===== src/rtl/dispensador_moedas.sv =====
// Dispensing actuator controller: runs the product motor, then pays change or a refund
// as timed ejector pulses, preferring 2-unit coins while the finite 2-unit tube lasts.
module dispensador_moedas #(
  parameter int MOTOR_CYCLES  = 50_000_000,
  parameter int PULSE_CYCLES  = 25_000_000,
  parameter int GAP_CYCLES    = 25_000_000,
  parameter int TUBO2_INICIAL = 8
) (
  input  logic       clk,
  input  logic       reset,
  input  logic       liberar,
  input  logic       devolver,
  input  logic [3:0] valor_moedas,
  input  logic [2:0] valor_produto,
  input  logic       recarga,
  output logic       motor_produto,
  output logic       ejetor2,
  output logic       ejetor1,
  output logic       ocupado,
  output logic       concluido,
  output logic [3:0] troco_restante,
  output logic       tubo2_vazio
);

  localparam int MAX_A = (MOTOR_CYCLES > PULSE_CYCLES) ? MOTOR_CYCLES : PULSE_CYCLES;
  localparam int MAX_C = (MAX_A > GAP_CYCLES) ? MAX_A : GAP_CYCLES;
  localparam int CW    = (MAX_C > 1) ? $clog2(MAX_C) : 1;

  localparam logic [CW-1:0] MOTOR_LOAD = CW'(MOTOR_CYCLES - 1);
  localparam logic [CW-1:0] PULSE_LOAD = CW'(PULSE_CYCLES - 1);
  localparam logic [CW-1:0] GAP_LOAD   = CW'(GAP_CYCLES - 1);
  localparam logic [3:0]    TUBO2_INIT = 4'(TUBO2_INICIAL);

  typedef enum logic [2:0] {OCIOSO, MOTOR, ESCOLHE, EJETA, PAUSA, FIM} state_t;

  state_t        state_q, state_d;
  logic [CW-1:0] cnt_q, cnt_d;
  logic [3:0]    troco_q, troco_d;
  logic [3:0]    tubo2_q, tubo2_d;
  logic          sel2_q, sel2_d;
  logic          lib_q, dev_q;
  logic          motor_q, motor_d;
  logic          ej2_q, ej2_d;
  logic          ej1_q, ej1_d;
  logic          ocupado_q, ocupado_d;
  logic          concluido_q, concluido_d;
  logic          vazio_q, vazio_d;

  logic          lib_rise, dev_rise, produto;
  logic [3:0]    montante;

  always_comb begin
    state_d  = state_q;
    cnt_d    = cnt_q;
    troco_d  = troco_q;
    tubo2_d  = tubo2_q;
    sel2_d   = sel2_q;
    produto  = 1'b0;
    montante = valor_moedas;
    lib_rise = liberar & ~lib_q;
    dev_rise = devolver & ~dev_q;

    case (state_q)
      OCIOSO: begin
        if (recarga) tubo2_d = TUBO2_INIT;
        // Refund wins over release; insufficient funds also degrade to a refund.
        if (!dev_rise && valor_moedas >= {1'b0, valor_produto}) begin
          produto  = 1'b1;
          montante = valor_moedas - {1'b0, valor_produto};
        end
        if (dev_rise || lib_rise) begin
          troco_d = montante;
          if (produto) begin
            state_d = MOTOR;
            cnt_d   = MOTOR_LOAD;
          end else if (montante != 4'd0) begin
            state_d = ESCOLHE;
          end else begin
            state_d = FIM;
          end
        end
      end
      MOTOR: begin
        if (cnt_q == '0) state_d = (troco_q != 4'd0) ? ESCOLHE : FIM;
        else             cnt_d   = cnt_q - CW'(1);
      end
      ESCOLHE: begin
        if (troco_q >= 4'd2 && tubo2_q != 4'd0) begin
          sel2_d  = 1'b1;
          troco_d = troco_q - 4'd2;
          tubo2_d = tubo2_q - 4'd1;
        end else begin
          sel2_d  = 1'b0;
          troco_d = troco_q - 4'd1;
        end
        state_d = EJETA;
        cnt_d   = PULSE_LOAD;
      end
      EJETA: begin
        if (cnt_q == '0) begin
          state_d = PAUSA;
          cnt_d   = GAP_LOAD;
        end else begin
          cnt_d = cnt_q - CW'(1);
        end
      end
      PAUSA: begin
        if (cnt_q == '0) state_d = (troco_q != 4'd0) ? ESCOLHE : FIM;
        else             cnt_d   = cnt_q - CW'(1);
      end
      FIM:     state_d = OCIOSO;
      default: state_d = OCIOSO;
    endcase

    // Outputs are decoded from the next state so they appear registered.
    motor_d     = (state_d == MOTOR);
    ej2_d       = (state_d == EJETA) && sel2_d;
    ej1_d       = (state_d == EJETA) && !sel2_d;
    ocupado_d   = (state_d != OCIOSO);
    concluido_d = (state_d == FIM);
    vazio_d     = (tubo2_d == 4'd0);
  end

  always_ff @(posedge clk or negedge reset) begin
    if (!reset) begin
      state_q     <= OCIOSO;
      cnt_q       <= '0;
      troco_q     <= 4'd0;
      tubo2_q     <= TUBO2_INIT;
      sel2_q      <= 1'b0;
      lib_q       <= 1'b0;
      dev_q       <= 1'b0;
      motor_q     <= 1'b0;
      ej2_q       <= 1'b0;
      ej1_q       <= 1'b0;
      ocupado_q   <= 1'b0;
      concluido_q <= 1'b0;
      vazio_q     <= (TUBO2_INIT == 4'd0);
    end else begin
      state_q     <= state_d;
      cnt_q       <= cnt_d;
      troco_q     <= troco_d;
      tubo2_q     <= tubo2_d;
      sel2_q      <= sel2_d;
      lib_q       <= liberar;
      dev_q       <= devolver;
      motor_q     <= motor_d;
      ej2_q       <= ej2_d;
      ej1_q       <= ej1_d;
      ocupado_q   <= ocupado_d;
      concluido_q <= concluido_d;
      vazio_q     <= vazio_d;
    end
  end

  assign motor_produto  = motor_q;
  assign ejetor2        = ej2_q;
  assign ejetor1        = ej1_q;
  assign ocupado        = ocupado_q;
  assign concluido      = concluido_q;
  assign troco_restante = troco_q;
  assign tubo2_vazio    = vazio_q;

endmodule

===== config.mk =====
export PLATFORM = sky130hd
export DESIGN_NAME = dispensador_moedas
export DESIGN_NICKNAME = d
export VERILOG_FILES = /design/src/rtl/dispensador_moedas.sv
export SDC_FILE = /design/constraint.sdc
export NUM_CORES = 1
export LEC_CHECK = 0
export BUFFER_PORTS_ARGS = -buffer_cell sky130_fd_sc_hd__buf_2
export CAP_MARGIN = 20
export CORE_ASPECT_RATIO = 0.8
export CORE_MARGIN = 2
export CORE_UTILIZATION = 40
export DETAILED_ROUTE_END_ITERATION = 16
export PLACE_DENSITY = 0.59
export SLEW_MARGIN = 20
export SYNTH_ARGS = -nofsm -noshare
export SYNTH_HDL_FRONTEND = slang
export SYNTH_SLANG_ARGS = --single-unit

===== constraint.sdc =====
create_clock -name clk -period 5.3 [get_ports clk]
set_input_delay 0 -clock clk [delete_from_list [all_inputs] [get_ports clk]]
set_output_delay 0 -clock clk [all_outputs]
set_load 0.05 [all_outputs]

Word-level counts from Yosys, hierarchy flattened
Cells that the tools add are included.
{"block": "op_classes", "addsub": 5, "order_cmp": 2, "n_eq_ne": 10, "muxes": 24, "n_bitwise": 4, "reduce_logical": 19}
{"op": "$mux 26", "n": 4}
{"op": "$pmux 26 s4", "n": 1}
{"op": "$logic_not 26->1", "n": 1}
{"op": "$sub 26x1->26 const B", "n": 1}
{"op": "$mux 4", "n": 6}
{"op": "$mux 3", "n": 6}
{"op": "$pmux 4 s2", "n": 2}
{"op": "$reduce_bool 4->1", "n": 4}
{"op": "$pmux 3 s4", "n": 1}
{"op": "$eq 3x2->1 const B", "n": 3}
{"op": "$sub 4x1->4 const B", "n": 2}
{"op": "$eq 3x1->1 const B", "n": 2}
{"op": "$eq 3x3->1 const B", "n": 2}
{"op": "$ge 4x2->1 const B", "n": 1}
{"op": "$ge 4x3->1", "n": 1}
{"op": "$logic_and 1x1->1", "n": 4}
{"op": "$logic_not 4->1", "n": 1}
{"op": "$mux 1", "n": 4}
{"op": "$ne 2x2->1 const B", "n": 2}
{"op": "$reduce_and 4->1", "n": 1}
{"op": "$sub 4x2->4 const B", "n": 1}
{"op": "$sub 4x3->4", "n": 1}
{"op": "$logic_not 3->1", "n": 1}
{"op": "$reduce_bool 3->1", "n": 1}
{"op": "8 further kinds", "n": 11}
{"block": "word_totals", "reg_bits": 46, "in_bits": 12, "output_inout_bits": 10, "wordCells": 77}

Logic depth before layout (Yosys ltp)
{"block": "logic_depth", "depth_word": 13, "ltp_mapped": 9, "depth_no_buf": 8}

Least setup slack after synthesis
Ideal clock, no wire load.
{"block": "synth_timing", "kind": "reg-to-reg", "start": "register cnt_q[12]", "end": "register cnt_q[11]", "t_arrival_ps": 2469, "required_ps": 5220, "path_slack_ps": 2750, "path_stages_with_launch": 10, "path_buffers": 4, "path_cell_list": "dfrtp_1 buf_6 or4_4 buf_6 or4_4 buf_6 o32ai_4 buf_6 a21oi_1 nor3_2"}
{"block": "synth_via", "elab_chain_cells": 3, "word_cells_on_any_way": 5, "classes_between": "1 x eq/ne; 2 x mux; 2 x reduce/logical"}
{"item": "from (decl)", "line": "37", "rtl": "logic [CW-1:0] cnt_q, cnt_d;"}
{"item": "from (signal assigned)", "line": "141", "rtl": "cnt_q <= cnt_d;"}
{"item": "$logic_not 26->1 *", "line": "84, 100, 108"}
{"item": "$mux 26 / $ne 2x2->1 (equally long branches)"}
{"item": "$pmux 26 s4 / $reduce_and 4->1 (equally long branches)"}
Mark *: on every way between the ends. The rest lies on a longest branch, timed or not.
A chain may end at the register's enable or synchronous reset.

Final worst setup path
{"block": "layout_timing", "start": "register cnt_q[0]", "end": "register cnt_q[18]"}
{"block": "layout_via", "elab_chain_cells": 3, "word_cells_on_any_way": 7, "classes_between": "1 x add/sub; 1 x eq/ne; 3 x mux; 2 x reduce/logical"}
{"item": "$sub 26x1->26 / $logic_not 26->1 (equally long branches)"}
{"item": "$mux 26, or another cell as far along", "line": "84, 108"}
{"item": "$pmux 26 s4 / $reduce_and 4->1 (equally long branches)"}
Several ways; a longest one is shown, not always the timed one. The select of a mux whose other input is x is not followed.

==> impl_metrics.env <==
export IMPL_status="completed"
export IMPL_clock_skew_ps=7.959
export IMPL_row_count=28
export IMPL_sw_frac_of_total_pct=44.59
export IMPL_clk_path_buf_depth=2
export IMPL_clkTransAtPathRegs_ps=90
export IMPL_required_ps=5490
export IMPL_cts_hold_buffers=3
export IMPL_min_to="troco_restante[0]"
export IMPL_clock_sinks=46
export IMPL_max_stage_delay_ps=830
export IMPL_nNetsFinal=387
export IMPL_holdPathStages=3
export IMPL_cts_root_buffer_cell="clkbuf_8"
export IMPL_track_usage_pct=20.12
export IMPL_worstSetupEndpointType="flip-flop"
export IMPL_synth_top_area_share_pct=36.12
export IMPL_worst_setup_path_type="flip-flop to flip-flop"
export IMPL_p_int_mw=0.7796
export IMPL_syn_num_nets=378
export IMPL_start_util_pct=41.78
export IMPL_netlist_cell_type_count=66
export IMPL_seq_area_frac_synth_pct=36.96
export IMPL_hold_viol_final=0
export IMPL_drt_iter0_drc=211
export IMPL_drc_errors=0
export IMPL_p_per_area_mw_per_mm2=417.2
export IMPL_fin_crit_sh_pct=57.13
export IMPL_reg2regPathDepth=7
export IMPL_clkPwrFrac_pct=15.9
export IMPL_syn2layout_area_growth_pct=8.146
export IMPL_port_buffers=21
export IMPL_async_flop_share_pct=100.0
export IMPL_die_h_um=82.97
export IMPL_slew_headroom_pct=32.46
export IMPL_cts_setup_buffers=0
export IMPL_gp_congestion=0.8373
export IMPL_worstPathArrival_ps=3220
export IMPL_final_area_sq_mm=0.003372
export IMPL_setup_ws_ps=2272
export IMPL_grt_max_degree=47
export IMPL_synth_most_common_cell="dfrtp_1"
export IMPL_ios=22
export IMPL_drv_slew=0
export IMPL_vias_per_cell=6.028
export IMPL_worstSkewPairLatency_ps=300
export IMPL_cpMaxStageDelayCell="o32ai_4"
export IMPL_pwr_share_seq_pct=43.8
export IMPL_rr_startpoint="cnt_q[0]"
export IMPL_crit_chain="inv_1, ha_1, nor4b_1, nand2_1, o32ai_4, a21oi_1, o22a_1"
export IMPL_syn_area_sq_mm=0.003118
export IMPL_fin_setup_tns_ps=0
export IMPL_synth_edf_count=0
export IMPL_postRouteAntennaNets=0
export IMPL_cts_htree_levels=2
export IMPL_die_area_sq_mm=0.008522
export IMPL_startpoint_type="flip-flop"
export IMPL_dp_hpwl_mm=5.627
export IMPL_netlist_top_cells_area="dfrtp_1 36%, ha_1 4.0%, nor2_1 3.7%"
export IMPL_rsz0062_at_grt="false"
export IMPL_switchingPower_mw=0.6273
export IMPL_chipWidth_um=102.7
export IMPL_hold_start="valor_moedas[0]"
export IMPL_antenna_cells=0
export IMPL_ys_ff_latch=46
export IMPL_setup_violations_final=0
export IMPL_synth_cells=355
export IMPL_postRouteWirelength_mm=8.089
export IMPL_wire_per_inst_um=17.21
export IMPL_fin_cells=470
export IMPL_p_leak_nw=1.378
export IMPL_vias=2833
export IMPL_tightest_slew_ps=1004
export IMPL_ir_drop_uv=170.3
export IMPL_critPathBufInv=1
export IMPL_post_place_cells=459
export IMPL_gr_total_overflow=0
export IMPL_cts_resized=0
export IMPL_grt_pass1_wl_mm=13.57
export IMPL_min_path_type="primary input to flip-flop"
export IMPL_ff2ff_setup_slack_ps=2270
export IMPL_drv_cap=0
export IMPL_path_max_fanout=18
export IMPL_cp_depth=7
export IMPL_ys_flop_type="dfrtp_1"
export IMPL_combPwrFrac_pct=40.4
export IMPL_first_pass_iters=5
export IMPL_fin_crit_ps=3028
export IMPL_cts_tree="done"
export IMPL_avgSynthCellArea_sq_um=8.783
export IMPL_grt_pass1_vias=2645
export IMPL_place_ws_ps=2317
export IMPL_core_sq_mm=0.007462
export IMPL_drive_above_1_share_pct=11.78
export IMPL_netlist_top_cells_count="45 x dfrtp_1, 31 x nor2_1, 22 x inv_1"
export IMPL_placed_cell_area_sq_mm=0.003251
export IMPL_hold_ws_ps=78.69
export IMPL_cp_top_family="compound AO/OA/AOI/OAI gates"
export IMPL_yosys_warnings=0
export IMPL_antenna_found_initial=0
export IMPL_synth_largest_area_cell="dfrtp_1"
export IMPL_r2r_end="cnt_q[18]"
export IMPL_max_freq_ghz=0.3303
export IMPL_cts_made_buffers=5
flip-flops by register name, summed over array words and instances, names as in the netlist:
signal	flops
cnt_q	26
concluido	1
dev_q	1
ejetor1	1
ejetor2	1
lib_q	1
motor_produto	1
ocupado	1
sel2_q	1
state_q	3
troco_restante	4
tubo2_q	4
tubo2_vazio	1
metal layers:
layer | global-route usage, % | part of all wire [%] | wire length (um) | vias to the layer above
li1 | - | - | - | 1363
met1 | 31.60 | 50 | 4045 | 1377
met2 | 28.10 | 43 | 3517 | 81
met4 | 5.576 | 1.5 | 123 | 0
met5 | 0 | 0 | 0 | -
met3 | 3.367 | 5.0 | 403 | 12
worst max-delay path by stage:
stage,startpoint,to,slack (ps)
floorplan,cnt_q[12],cnt_q[11],2750
global placement,cnt_q[16],cnt_q[25],2370
finish,cnt_q[0],cnt_q[18],2270
CTS,cnt_q[16],cnt_q[25],2310
detailed placement,cnt_q[9],cnt_q[25],2320
global route,cnt_q[0],cnt_q[16],2010
power groups by stage:
stage	Combinational, mW	Clock (mW)	Sequential (mW)
after floorplan	0.390	0	0.642
after global placement	0.553	0	0.615
after detailed placement	0.563	0	0.615
after CTS	0.568	0.231	0.611
after global routing	0.632	0.245	0.640
final	0.568	0.223	0.616
cells in the final DEF, fill, tap and decap left out, types with 4 or more instances in the layout:
master     Yosys  layout
a21oi_1       17      17
nand3_1        9       9
nor4_1        10      10
or4_1          7       7
o21ai_1       13      13
nor3_1        12      12
buf_2          2      21
o2bb2ai_1      4       4
nand2_1       15      15
dfrtp_1       45      45
inv_1         22      22
clkbuf_8       0       6
o22ai_1       15      15
o31ai_1       10      10
o21ai_0        6       6
nor2_1        31      31
or3_1          5       5
o21a_1         4       4
a21o_1         5       5
nor2b_1        7       7
nand2b_1       4       4
a31oi_1       13      13
a2bb2oi_1      4       4
ha_1          10      10
cell type report:
type / count / area, sq um
inverters: 22 / 82.58
clock buffers: 7 / 86.33
flip-flops and latches: 46 / 1152
fillers: 714 / 4090
clock inverters: 1 / 5.005
repair buffers: 27 / 157.7
multi-input cells: 262 / 1757
well taps: 105 / 131.4
metrics by stage:
step / util (%) / power [mW]
2_1_floorplan: - / 1.032
3_3_place_gp: 43.56 / 1.168
3_5_place_dp: 43.56 / 1.179
4_1_cts: 45.19 / 1.410
5_1_grt: 45.19 / 1.517
6_report: 45.19 / 1.407
logic make-up after synthesis:
| family | synth area share [%] |
|---|---|
| AO/OA/AOI/OAI | 27.49 |
| XOR/XNOR | 0.8429 |
| adder cells (fa/ha/maj) | 4.655 |
| buffers and inverters | 6.701 |
| flip-flops | 36.96 |
| multiplexers | 0.9631 |
| AND/OR/NAND/NOR | 22.39 |
worst reg2reg max path, cell delays in order, from the launching register on:
cell     delay (ps)
dfrtp_1         380
inv_1            90
ha_1            240
nor4b_1         590
nand2_1         410
o32ai_4         840
a21oi_1         150
o22a_1          210
(Power assumes the default switching activity.)
